--- src/rtl/vga_timing_gen.sv ---
// vga_timing_gen: VGA raster timing for the text-rendering path.
// Divides clk into a pixel tick and runs the horizontal and vertical raster counters.
// Every output is registered and decoded from the next counter values, so the syncs,
// video_on and the coordinates all change on the same posedge.
//   clk, rst_n   system clock, asynchronous active-low reset
//   pix_en       one-clk pulse in the cycle where the divider sits at CLK_DIV-1
//   hsync/vsync  sync outputs, active level set by SYNC_POL
//   video_on     current (horzCoord, vertCoord) lies in the visible area
//   horzCoord    pixel column, 0..H_TOTAL-1
//   vertCoord    line, 0..V_TOTAL-1
//   line_start   one-clk pulse when horzCoord wraps to 0
//   frame_start  one-clk pulse when both coordinates wrap to (0,0)
module vga_timing_gen #(
  parameter int unsigned H_VISIBLE = 640,
  parameter int unsigned H_FRONT   = 16,
  parameter int unsigned H_SYNC    = 96,
  parameter int unsigned H_BACK    = 48,
  parameter int unsigned V_VISIBLE = 480,
  parameter int unsigned V_FRONT   = 10,
  parameter int unsigned V_SYNC    = 2,
  parameter int unsigned V_BACK    = 33,
  parameter int unsigned CLK_DIV   = 2,
  parameter bit          SYNC_POL  = 1'b0
) (
  input  logic        clk,
  input  logic        rst_n,
  output logic        pix_en,
  output logic        hsync,
  output logic        vsync,
  output logic        video_on,
  output logic [31:0] horzCoord,
  output logic [31:0] vertCoord,
  output logic        line_start,
  output logic        frame_start
);

  localparam int unsigned H_TOTAL  = H_VISIBLE + H_FRONT + H_SYNC + H_BACK;
  localparam int unsigned V_TOTAL  = V_VISIBLE + V_FRONT + V_SYNC + V_BACK;
  localparam int unsigned HS_START = H_VISIBLE + H_FRONT;
  localparam int unsigned HS_END   = HS_START + H_SYNC;
  localparam int unsigned VS_START = V_VISIBLE + V_FRONT;
  localparam int unsigned VS_END   = VS_START + V_SYNC;
  localparam int unsigned DIV_W    = (CLK_DIV > 1) ? $clog2(CLK_DIV) : 1;
  localparam logic [DIV_W-1:0] DIV_LAST = DIV_W'(CLK_DIV - 1);

  logic [DIV_W-1:0] div;
  logic [DIV_W-1:0] div_next;
  logic [31:0]      h_next;
  logic [31:0]      v_next;
  logic             h_wrap;
  logic             v_wrap;
  logic             pix_en_next;
  logic             hs_next;
  logic             vs_next;
  logic             von_next;

  // Next-state computation; pix_en (registered) marks the edge on which the counters advance.
  always_comb begin
    div_next    = (div == DIV_LAST) ? '0 : div + DIV_W'(1);
    pix_en_next = (div_next == DIV_LAST);
    h_wrap      = pix_en && (horzCoord == 32'(H_TOTAL - 1));
    v_wrap      = h_wrap && (vertCoord == 32'(V_TOTAL - 1));
    h_next      = horzCoord;
    v_next      = vertCoord;
    if (pix_en) begin
      h_next = h_wrap ? '0 : horzCoord + 32'd1;
    end
    if (h_wrap) begin
      v_next = v_wrap ? '0 : vertCoord + 32'd1;
    end
    hs_next  = (h_next >= 32'(HS_START)) && (h_next < 32'(HS_END));
    vs_next  = (v_next >= 32'(VS_START)) && (v_next < 32'(VS_END));
    von_next = (h_next < 32'(H_VISIBLE)) && (v_next < 32'(V_VISIBLE));
  end

  // State and output registers; decoding from next values keeps syncs aligned to coordinates.
  always_ff @(posedge clk or negedge rst_n) begin
    if (!rst_n) begin
      div         <= '0;
      pix_en      <= 1'b0;
      horzCoord   <= '0;
      vertCoord   <= '0;
      hsync       <= ~SYNC_POL;
      vsync       <= ~SYNC_POL;
      video_on    <= 1'b0;
      line_start  <= 1'b0;
      frame_start <= 1'b0;
    end else begin
      div         <= div_next;
      pix_en      <= pix_en_next;
      horzCoord   <= h_next;
      vertCoord   <= v_next;
      hsync       <= hs_next ? SYNC_POL : ~SYNC_POL;
      vsync       <= vs_next ? SYNC_POL : ~SYNC_POL;
      video_on    <= von_next;
      line_start  <= h_wrap;
      frame_start <= v_wrap;
    end
  end

endmodule
--- config.mk ---
export PLATFORM = sky130hd
export DESIGN_NAME = vga_timing_gen
export DESIGN_NICKNAME = d
export VERILOG_FILES = /design/src/rtl/vga_timing_gen.sv
export SDC_FILE = /design/constraint.sdc
export NUM_CORES = 1
export LEC_CHECK = 0
export ABC_CLOCK_PERIOD_IN_PS = 3600
export CAP_MARGIN = 20
export CORE_MARGIN = 5
export CORE_UTILIZATION = 53
export DETAILED_ROUTE_END_ITERATION = 8
export GPL_ROUTABILITY_DRIVEN = 0
export PLACE_DENSITY = 0.8
export SYNTH_ARGS = -nofsm -noshare
export SYNTH_HDL_FRONTEND = slang
export SYNTH_SLANG_ARGS = --single-unit
--- constraint.sdc ---
create_clock -name clk -period 3.6 [get_ports clk]
set_clock_uncertainty 0.1 [all_clocks]
set_input_delay 0.9 -clock clk [delete_from_list [all_inputs] [get_ports clk]]
set_output_delay 0.9 -clock clk [all_outputs]
set_load 0.03 [all_outputs]
======== Word-level counts from Yosys, hierarchy flattened ========
Cells that the tools add are included.
storage, ports and cells
  bits in registers ....................... 70
  latch bits .............................. 0
  bits in writable memories ............... 0
  memory bits (read-only) ................. 0
  bits of input ports ..................... 2
  output and inout bits ................... 70
  word-level logic and storage cells ...... 31
  memories ................................ 0
cells by class
  add/sub/neg operators ................... 3
  multipliers ............................. 0
  div/mod/pow operators ................... 0
  magnitude comparators ................... 6
  equality and inequality tests ........... 2
  shifts and indexed selects .............. 0
  mux-type cells .......................... 7
  bitwise gates (word level) .............. 0
  reductions and logical operators ........ 5
operators with widths
  operator                                                      count
  2-to-1 mux 32 bit                                             4
  adder 32 x 1 -> 32 bit, second input constant                 2
  == test 32 x 10 -> 1 bit, second input constant               2
  less-than comparator 32 x 10 -> 1 bit, second input constant  2
  less-than comparator 32 x 9 -> 1 bit, second input constant   2
  >= comparator 32 x 10 -> 1 bit, second input constant         1
  >= comparator 32 x 9 -> 1 bit, second input constant          1
  logical AND 1 bit                                             5
  2-to-1 mux 1 bit                                              3
  adder 1 bit, second input constant                            1

======== Logic depth before layout (Yosys ltp) ========
Gate-level depths: netlist of run 1.
  word-level depth ........................ 8
  mapped depth ............................ 10
  mapped depth without buffers ............ 10

======== Least setup slack after synthesis of run 1 ========
No wires, ideal clock.
  kind .................................... register to register
  from .................................... register horzCoord[1]
  to ...................................... register video_on
  data arrival time ....................... 3.396 ns
  data required time ...................... 3.405 ns
  path slack .............................. 0.009 ns
  cell stages (with the launch flop) ...... 10
  path buffers ............................ 0
  period minus slack after synthesis ...... 3.591 ns
  path through ............................ dfrtp_1 -> ha_1 -> nand2_1 -> or4_4 -> or4_4 -> o21a_1 -> a2111oi_1 -> o2111ai_1 -> or4b_4 -> nor4b_2
on the way
  word-level cells in the longest chain between the ends .. 7
  elaborated cells on any way between the ends .. 11
ends and longest elaborated chain
  element                                                                         RTL line  RTL
  from (decl)                                                                     31        output logic [31:0] horzCoord,
  from (signal assigned)                                                          91        horzCoord <= h_next;
  parallel branches: the longest is 6 deep, another holds adder 32 x 1 -> 32 bit  --
  logical AND 1 bit (*)                                                           73        von_next = (h_next < 32'(H_VISIBLE)) && (v_next < 32'(V_VISIBLE));
  via von_next                                                                    55        logic von_next;
  to (signal assigned)                                                            95        video_on <= von_next;
  to (decl)                                                                       30        output logic video_on,
Mark *: on every way through the listed nets, which the timed path passes.

======== Worst setup path in the final report of run 1 ========
  from .................................... register horzCoord[8]
  to ...................................... register video_on
The elaborated chain is that of the path after synthesis.

==> results.ini, run 1 <==
[routing]
wl_met1_um = 4520
ant_nets = 0
wl_met2_um = 5670
wire_per_inst_um = 18.3
drt-total-wl_um = 11600
drtIter0Drc = 285
routed.top_layer = met4
vias = 3947
drc = 0
wl_met3_um = 1020
dr.pass1.iters = 5
avgViaCountPerCell = 6.22

[global_routing]
grt_max_degree = 71
gr-total-overflow = 0
grt_use_total_pct = 25.2
grt_pass1_vias = 3761
grt_pass1_wl_um = 19300
antenna_found_initial = 0

[timing]
worst_slew_pin_slew_ps = 547
finalSetupViolations = 0
period_share_pct = 96.1
relSlewSlack_pct = 63.2
maxSlewViolCount = 0
hold_viol_final = 0
period_minus_slack_ps = 3460
max_freq_mhz = 289

[hold_path]
min_path_type = primary input to asynchronous set/reset pin

[flow_run]
cap_violations = 0

[floorplan]
die_w_um = 96.9
rows = 31
die_area_mm2 = 0.00939
core_mm2 = 0.00729
start_util_pct = 54.9
ioPinCount = 72
dieHeight_um = 96.9

[power]
power.leakage_nw = 2.25
power_density_mw_per_mm2 = 281
ir_drop_mv = 0.211

[yosys]
yosys-top-cells-count = dfrtp_1 (68), xnor2_1 (44), nand2_1 (38), nand4_1 (36), nor4_1 (28)
synth_xor_area_share_pct = 12.9
yosysTopAreaCell = dfrtp_1
synth-seq-cells = 70
yosysWarnings = 0
synth-compound-area-share_pct = 6.16
ys_top_cells_by_area = dfrtp_1 (43%), xnor2_1 (9.6%), nand4_1 (5.6%), nor4_1 (4.4%), nand2_1 (3.6%)
synth_top_family_by_area = simple AND/OR/NAND/NOR gates
synthFlopType = dfrtp_1
synth_cell_type_count = 54
synth_simple_gate_area_share_pct = 32.0
async_reset_ff_share_pct = 100
syn_area_per_cell_um2 = 9.49
syn_nets = 427
synthMuxAreaShare_pct = 0.531
ys_seq_area_share_pct = 43.8
syn_inst = 422
synth_edf_count = 0
synth_top_area_share_pct = 42.5
synth_fa_ha_area_share_pct = 0.938
yosysMostFrequentCell = dfrtp_1
synthesis.area_mm2 = 0.00400

[critical_path]
crit_path_max_fanout = 9
rr_worst_depth = 8
worstSetupPathType = flop to flop
end_kind = flop
worstPathArrival_ps = 3630
worstReg2RegStart = horzCoord[8]$_DFF_PN0_
cp.required_ps = 3770
reg2reg_to = video_on$_DFF_PN0_
cp-start-kind = flop
setup.worst_path.start = horzCoord[8]$_DFF_PN0_
reg2reg_setup_slack_ps = 140
setup.worst_path.end = video_on$_DFF_PN0_

[finish]
areaGrowthSynthToFinish_pct = 33.8
layoutNonFillerInstCount = 635
finalInstanceArea_mm2 = 0.00536
diodes = 0
drive_gt1_share_pct = 16.6
fin_nets = 536

[clock_network]
path_clk_slew_ps = 70
clock_sinks = 70
cts_root_buf = clkbuf_8
clock_latency_ps = 360
cts_tree = yes
cts.path.max_buffers = 2
htreeDepth = 3
numCtsBuffers = 9

[run_status]
status = finished clean

[place]
placedCellCount = 617
hpwl_um = 8680
port_buffers = 71
placed_area_mm2 = 0.00510

-- per-stage QoR --
step,power [mW],util (%),TNS (ps),hold slack [ps],setup slack [ps]
2_1_floorplan,0.801,-,0,504,8.61
3_3_place_gp,0.820,69.9,0,426,89.7
3_5_place_dp,0.820,69.9,0,422,132
4_1_cts,1.52,72.9,0,436,84.7
5_1_grt,1.56,73.5,-7.77,470,-7.77
6_report,1.51,73.5,0,435,141
-- cell usage in the layout (no fill, tap or decap), types with 14 or more instances in the layout --
cell,Yosys,final
clkdlybuf4s50_1,0,70
dfrtp_1,68,64
buf_4,2,48
xnor2_1,44,44
nand2_1,38,38
nand4_1,36,36
nor4_1,28,26
nor2_1,25,25
nand3_1,21,21
xor2_1,15,15
nor3_1,14,14
-- state kept, by name, summed over array words and instances, names as in the netlist --
| register | flops |
|---|---|
| frame_start | 1 |
| horzCoord | 32 |
| hsync | 1 |
| line_start | 1 |
| pix_en | 1 |
| vertCoord | 32 |
| video_on | 1 |
| vsync | 1 |
-- cells by family (layout without fill, tap and decap cells) --
family	count (synthesis)	after routing
buf+inv	34	148
fa+ha+maj	3	3
xor+xnor	59	59
flops	70	70
compound gates	36	36
mux	2	2
simple gates	218	218
-- per-layer routing --
metal	up-vias	GRT usage, %
li1	1784	-
met1	1913	31.5
met2	217	41.5
met3	33	6.33
met4	0	10.8
met5	-	0
-- what timing repair did --
| item | 4_1_cts | 5_1_grt |
|---|---|---|
| resized for setup | 0 | 8 |
| buffers inserted | 0 | 2 |
| hold buffers | 0 | 0 |
| setup endpoints to repair | 0 | 1 |
-- power by group --
part           internal, mW  switching (mW)
combinational       0.00268          0.0149
clock                 0.407           0.296
sequential            0.786               0
total                  1.20           0.311
-- final cells by class --
cell class                 count  area [um^2]
multi-input combinational    318         2130
fill                         555         1930
sequential                    70         1760
timing repair buffer         120         1090
clock buffer                  12          145
tap                           99          124
clock inverter                 4         70.1
inverter                      12         45.0
-- worst max-delay path, cell delays in order, from the launching register on --
cell       delay [ps]
dfrtp_1           440
nand2_1           100
or4_4             520
or4_4             610
or4_1             490
a2bb2oi_1         160
nand4b_1          120
or4b_4            550
nor4b_2           270
-- worst min-delay path by stage --
stage | slack (ps) | endpoint
after floorplan | 500 | frame_start$_DFF_PN0_
after global placement | 430 | vertCoord[31]$_DFF_PN0_
after detailed placement | 420 | vertCoord[31]$_DFF_PN0_
after CTS | 440 | vertCoord[31]$_DFF_PN0_
after global routing | 470 | vertCoord[31]$_DFF_PN0_
final | 440 | vertCoord[5]$_DFF_PN0_
(Power assumes the default switching activity.)
==> run 2: changes to the inputs <==
- ABC_CLOCK_PERIOD_IN_PS: 3600 -> 4400
- CORE_UTILIZATION: 53 -> 57
- PLACE_DENSITY: 0.8 -> 0.86
- clock period: 3.6 -> 4.4 ns (I/O delays scaled with it)
==> results.ini, run 2 (same netlist as run 1, synthesis figures left out) <==
[run_status]
status = finished clean  ; unchanged

[routing]
ant_nets = 0  ; unchanged
drc = 0  ; unchanged
avgViaCountPerCell = 6.37  ; was 6.22
drtIter0Drc = 309  ; was 285
dr.pass1.iters = 5  ; unchanged
vias = 3754  ; was 3,947
drt-total-wl_um = 10800  ; was 11,600 um
wire_per_inst_um = 18.4  ; was 18.3 um

[global_routing]
gr-total-overflow = 0  ; unchanged
antenna_found_initial = 0  ; unchanged
grt_max_degree = 50  ; was 71
grt_pass1_wl_um = 18000  ; was 19,300 um
grt_use_total_pct = 25.8  ; was 25.2%
grt_pass1_vias = 3611  ; was 3,761

[place]
placedCellCount = 572  ; was 617
hpwl_um = 7770  ; was 8680 um
port_buffers = 71  ; unchanged

[finish]
seq_area_mm2 = 0.00175  ; was 0.00176 mm^2
layout_commonest_cell = clkdlybuf4s50_1  ; unchanged
fillers = 499  ; was 555
layoutNonFillerInstCount = 589  ; was 635
top_regs = horzCoord (32), vertCoord (32)  ; unchanged
areaGrowthSynthToFinish_pct = 24.1  ; was 33.8%
drive_gt1_share_pct = 7.71  ; was 16.6%
layout_common_cells = clkdlybuf4s50_1 (70), dfrtp_1 (68), xnor2_1 (44)  ; was clkdlybuf4s50_1 (70), dfrtp_1 (64), buf_4 (48)
fin_nets = 493  ; was 536
diodes = 0  ; unchanged
multi_input_area_mm2 = 0.00210  ; was 0.00213 mm^2

[clock_network]
htreeDepth = 3  ; unchanged
cts_root_buf = clkbuf_8  ; unchanged
ctsResizeCount = 0  ; unchanged
numCtsBuffers = 9  ; unchanged
clock_sinks = 70  ; unchanged
post_cts_buffers = 0  ; unchanged
path_clk_slew_ps = 70  ; about the same
hold_buffers = 0  ; unchanged
cts_tree = yes  ; unchanged
clock_latency_ps = 340  ; was 360 ps
cts.path.max_buffers = 2  ; unchanged

[floorplan]
die_area_mm2 = 0.00880  ; was 0.00939 mm^2
ioPinCount = 72  ; unchanged
die_w_um = 93.8  ; was 96.9 um
start_util_pct = 58.6  ; was 54.9%
dieHeight_um = 93.8  ; was 96.9 um
rows = 30  ; was 31
core_mm2 = 0.00683  ; was 0.00729 mm^2

[timing]
worst_slew_pin_slew_ps = 946  ; was 547 ps
finalSetupTns_ps = 0  ; unchanged
hold_viol_final = 0  ; unchanged
maxSlewViolCount = 0  ; unchanged
max_freq_mhz = 261  ; was 289 MHz
period_share_pct = 86.9  ; was 96.1%
period_minus_slack_ps = 3820  ; was 3460 ps
rsz0062_at_grt = false
relSlewSlack_pct = 36.4  ; was 63.2%
finalSetupViolations = 0  ; unchanged

[critical_path]
worstPathArrival_ps = 3970  ; was 3630 ps
cp.required_ps = 4550  ; was 3770 ps
cp-start-kind = flop  ; unchanged
crit_path_max_fanout = 10  ; was 9
end_kind = flop  ; unchanged
worstSetupPathType = flop to flop  ; unchanged

[power]
ir_drop_mv = 0.145  ; was 0.211 mV
power.leakage_nw = 1.99  ; was 2.25 nW
p_seq_share_pct = 55.7  ; was 52.2%
p_sw_share_pct = 21.5  ; was 20.6%
p_int_uw = 907  ; was 1.20 mW
power_density_mw_per_mm2 = 232  ; was 281 mW/mm^2
p_comb_share_pct = 1.3  ; was 1.2%
p_sw_uw = 248  ; was 311 uW
clkPwrFrac_pct = 43.0  ; was 46.7%
p_total_mw = 1.15  ; was 1.51 mW

[flow_run]
cap_violations = 0  ; unchanged

[hold_path]
min_path_type = flop to flop  ; was primary input to asynchronous set/reset pin

## run 2: cell count changes in the layout (fill, tap and decap cells not counted), sizes merged
cell      previous run  this run
clkinvlp             0         1
bufinv               2         1
buf                 50         7
## run 2: area by class of cell
class | instances | area share (%)
clock inverters | 4 | 0.957
multi-input cells | 318 | 42.3
flip-flops and latches | 70 | 35.3
clock buffers | 12 | 2.72
inverters | 12 | 0.907
repair buffers | 77 | 15.4
well taps | 96 | 2.42
## run 2: metrics by stage
step                instance area (um^2)  hold slack [ps]  setup WS (ps)  utilization (%)
finish                              4970              443            576             72.7
floorplan                           4000              579            809                -
CTS                                 4950              439            608             72.4
global route                        4970              473            314             72.7
detailed placement                  4770              429            681             69.8
global placement                    4770              422            731             69.8
## run 2: critical path: stages (launching register included)
cell	delay [ps]
dfrtp_1	490
nand3_1	230
or4b_1	710
nor3_1	540
nand2_1	140
xnor2_1	180
or4_1	560
nor4_1	520
nor4b_2	270
## run 2: final timing paths
check,slack (ps),startpoint,cells past startpoint,to
worst max register to register,580,pix_en$_DFF_PN0_,8,video_on$_DFF_PN0_
worst max-delay path,580,pix_en$_DFF_PN0_,8,video_on$_DFF_PN0_
worst min register to register,440,vertCoord[31]$_DFF_PN0_,1,vertCoord[31]$_DFF_PN0_
max in group asynchronous,2850,rst_n,3,horzCoord[5]$_DFF_PN0_
min in group asynchronous,510,rst_n,1,vertCoord[6]$_DFF_PN0_
worst min-delay path,440,vertCoord[31]$_DFF_PN0_,1,vertCoord[31]$_DFF_PN0_
## run 2: power groups by stage
stage          combinational, mW  clock [mW]  sequential (mW)
3_3_place_gp              0.0136           0            0.656
3_5_place_dp              0.0139           0            0.656
5_1_grt                   0.0183       0.530            0.643
2_1_floorplan        0.000000713           0            0.656
4_1_cts                   0.0140       0.500            0.643
6_report                  0.0152       0.496            0.643
## run 2: layer usage
metal / up-vias / track usage, % / part of all wire, %
met5: - / 0 / 0
met4: 0 / 10.6 / 2.4
met3: 38 / 4.97 / 9.8
met2: 238 / 42.0 / 48
met1: 1776 / 33.7 / 40
li1: 1702 / - / -
==> run 3: changes to the inputs <==
- ABC_CLOCK_PERIOD_IN_PS: 4400 -> 3400
- CORE_UTILIZATION: 57 -> 48
- PLACE_DENSITY: 0.86 -> 0.77
- clock period: 4.4 -> 3.4 ns (I/O delays scaled with it)
==> results.ini, run 3 (same netlist as run 1, synthesis figures left out) <==
[timing]
relSlewSlack_pct = 41.6  ; was 36.4%
worst_slew_pin_slew_ps = 875  ; was 946 ps
fin_ws_ps = 33.1  ; was 576 ps
period_minus_slack_ps = 3370  ; was 3820 ps
rsz0062_at_grt = true  ; was false
hold_viol_final = 0  ; unchanged
finalSetupTns_ps = 0  ; unchanged
finalSetupViolations = 0  ; unchanged
max_freq_mhz = 297  ; was 261 MHz
period_share_pct = 99.0  ; was 86.9%
maxSlewViolCount = 0  ; unchanged

[critical_path]
worstPathArrival_ps = 3520  ; was 3970 ps
worstReg2RegStart = vertCoord[5]$_DFF_PN0_  ; was pix_en$_DFF_PN0_
crit_path_max_fanout = 4  ; was 10
worstSetupPathType = flop to flop  ; unchanged
cp.required_ps = 3560  ; was 4550 ps
reg2reg_setup_slack_ps = 30  ; was 580 ps
cp-start-kind = flop  ; unchanged
reg2reg_to = video_on$_DFF_PN0_  ; unchanged
end_kind = flop  ; unchanged
rr_worst_depth = 8  ; unchanged

[routing]
drtIter0Drc = 326  ; was 309
drc = 0  ; unchanged
vias = 3969  ; was 3,754
dr.pass1.iters = 5  ; unchanged
wire_per_inst_um = 18.4  ; about the same
ant_nets = 0  ; unchanged
avgViaCountPerCell = 6.12  ; was 6.37
drt-total-wl_um = 12000  ; was 10,800 um

[finish]
diodes = 0  ; unchanged
drive_gt1_share_pct = 21.7  ; was 7.71%
top_regs = horzCoord (32), vertCoord (32)  ; unchanged
layout_commonest_cell = clkdlybuf4s50_1  ; unchanged
fin_nets = 544  ; was 493
layoutNonFillerInstCount = 649  ; was 589
finalInstanceArea_mm2 = 0.00546  ; was 0.00497 mm^2
areaGrowthSynthToFinish_pct = 36.3  ; was 24.1%
layout_common_cells = clkdlybuf4s50_1 (70), buf_4 (57), dfrtp_1 (54)  ; was clkdlybuf4s50_1 (70), dfrtp_1 (68), xnor2_1 (44)

[clock_network]
cts.path.max_buffers = 2  ; unchanged
hold_buffers = 0  ; unchanged
path_clk_slew_ps = 80  ; was 70 ps
clock_latency_ps = 350  ; was 340 ps
numCtsBuffers = 9  ; unchanged
cts_tree = yes  ; unchanged
clock_sinks = 70  ; unchanged
htreeDepth = 3  ; unchanged
cts_root_buf = clkbuf_8  ; unchanged

[power]
power_density_mw_per_mm2 = 268  ; was 232 mW/mm^2
p_int_mw = 1.11  ; was 907 uW
p_sw_share_pct = 24.0  ; was 21.5%
p_seq_share_pct = 56.8  ; was 55.7%
power.leakage_nw = 2.29  ; was 1.99 nW
ir_drop_mv = 0.156  ; was 0.145 mV
clkPwrFrac_pct = 42.1  ; was 43.0%
p_comb_share_pct = 1.1  ; was 1.3%
p_sw_uw = 351  ; was 248 uW

[hold_path]
min_from = vertCoord[31]$_DFF_PN0_  ; unchanged
whs_endpoint = vertCoord[31]$_DFF_PN0_  ; unchanged
hold_depth = 1  ; unchanged
min_path_type = flop to flop  ; unchanged

[run_status]
status = finished clean  ; unchanged

[place]
hpwl_um = 8800  ; was 7770 um
placed_area_mm2 = 0.00520  ; was 0.00477 mm^2
port_buffers = 71  ; unchanged
dp_worst_setup_slack_ps = -13.3  ; was 681 ps
placedCellCount = 632  ; was 572

[floorplan]
dieHeight_um = 101  ; was 93.8 um
die_w_um = 101  ; was 93.8 um
core_mm2 = 0.00818  ; was 0.00683 mm^2
start_util_pct = 49.0  ; was 58.6%
rows = 33  ; was 30
ioPinCount = 72  ; unchanged
die_area_mm2 = 0.0103  ; was 0.00880 mm^2

[global_routing]
grt_max_degree = 71  ; was 50
grt_use_total_pct = 24.2  ; was 25.8%
grt_pass1_wl_um = 19700  ; was 18,000 um
grt_pass1_vias = 3850  ; was 3,611
gr-total-overflow = 0  ; unchanged
antenna_found_initial = 0  ; unchanged

[flow_run]
cap_violations = 0  ; unchanged

run 3: worst max-delay path by stage:
| stage | slack [ps] | depth (start not counted) | end | start |
|---|---|---|---|---|
| floorplan | 20 | 9 | video_on$_DFF_PN0_ | horzCoord[6]$_DFF_PN0_ |
| global placement | 100 | 8 | video_on$_DFF_PN0_ | horzCoord[6]$_DFF_PN0_ |
| detailed placement | -10 | 9 | video_on$_DFF_PN0_ | horzCoord[13]$_DFF_PN0_ |
| CTS | 30 | 9 | video_on$_DFF_PN0_ | horzCoord[0]$_DFF_PN0_ |
| global route | -60 | 8 | video_on$_DFF_PN0_ | vertCoord[6]$_DFF_PN0_ |
| finish | 30 | 8 | video_on$_DFF_PN0_ | vertCoord[5]$_DFF_PN0_ |
run 3: cell type report:
| class | instances | area (um^2) |
|---|---|---|
| inverter | 12 | 45.0 |
| timing repair buffer | 128 | 1130 |
| sequential | 70 | 1770 |
| fill | 673 | 2720 |
| clock buffer | 10 | 138 |
| multi-input combinational | 318 | 2200 |
| tap | 105 | 131 |
| clock inverter | 6 | 37.5 |
run 3: stage by stage:
step / utilization [%] / total power, mW / hold slack (ps)
after global placement: 63.7 / 0.866 / 424
after floorplan: - / 0.848 / 454
final: 66.8 / 1.46 / 438
after global routing: 66.8 / 1.51 / 464
after CTS: 66.1 / 1.47 / 433
after detailed placement: 63.7 / 0.866 / 421
run 3: routing by layer:
layer | routed length [um] | vias up | track usage (%)
met2 | 5850 | 217 | 38.7
li1 | - | 1809 | -
met1 | 4810 | 1899 | 32.5
met5 | 0 | - | 0
met4 | 389 | 0 | 9.30
met3 | 913 | 44 | 4.61
run 3: worst max-delay path, cell delays in order, from the launching register on:
cell and delay (ps):
dfrtp_2 360, nand3_1 200, or4_4 580, or4_4 510, or4_1 470, a2bb2oi_1 140, nand4b_1 130, or4b_4 540
nor4b_4 250
run 3: power by group through the flow:
| stage | logic [mW] | clock network, mW | registers (mW) |
|---|---|---|---|
| CTS | 0.0181 | 0.620 | 0.832 |
| detailed placement | 0.0181 | 0 | 0.848 |
| global placement | 0.0177 | 0 | 0.848 |
| floorplan | 0.000000724 | 0 | 0.848 |
| finish | 0.0166 | 0.616 | 0.832 |
| global route | 0.0208 | 0.661 | 0.832 |
run 3: timing repair:
| action | 4_1_cts | 5_1_grt |
|---|---|---|
| resized for setup | 4 | 10 |
| hold endpoints to repair | 0 | 0 |
| buffers inserted | 0 | 1 |
| endpoints found under the setup margin | 1 | 3 |
| pin swaps | 0 | 2 |
| cloned | 0 | 0 |
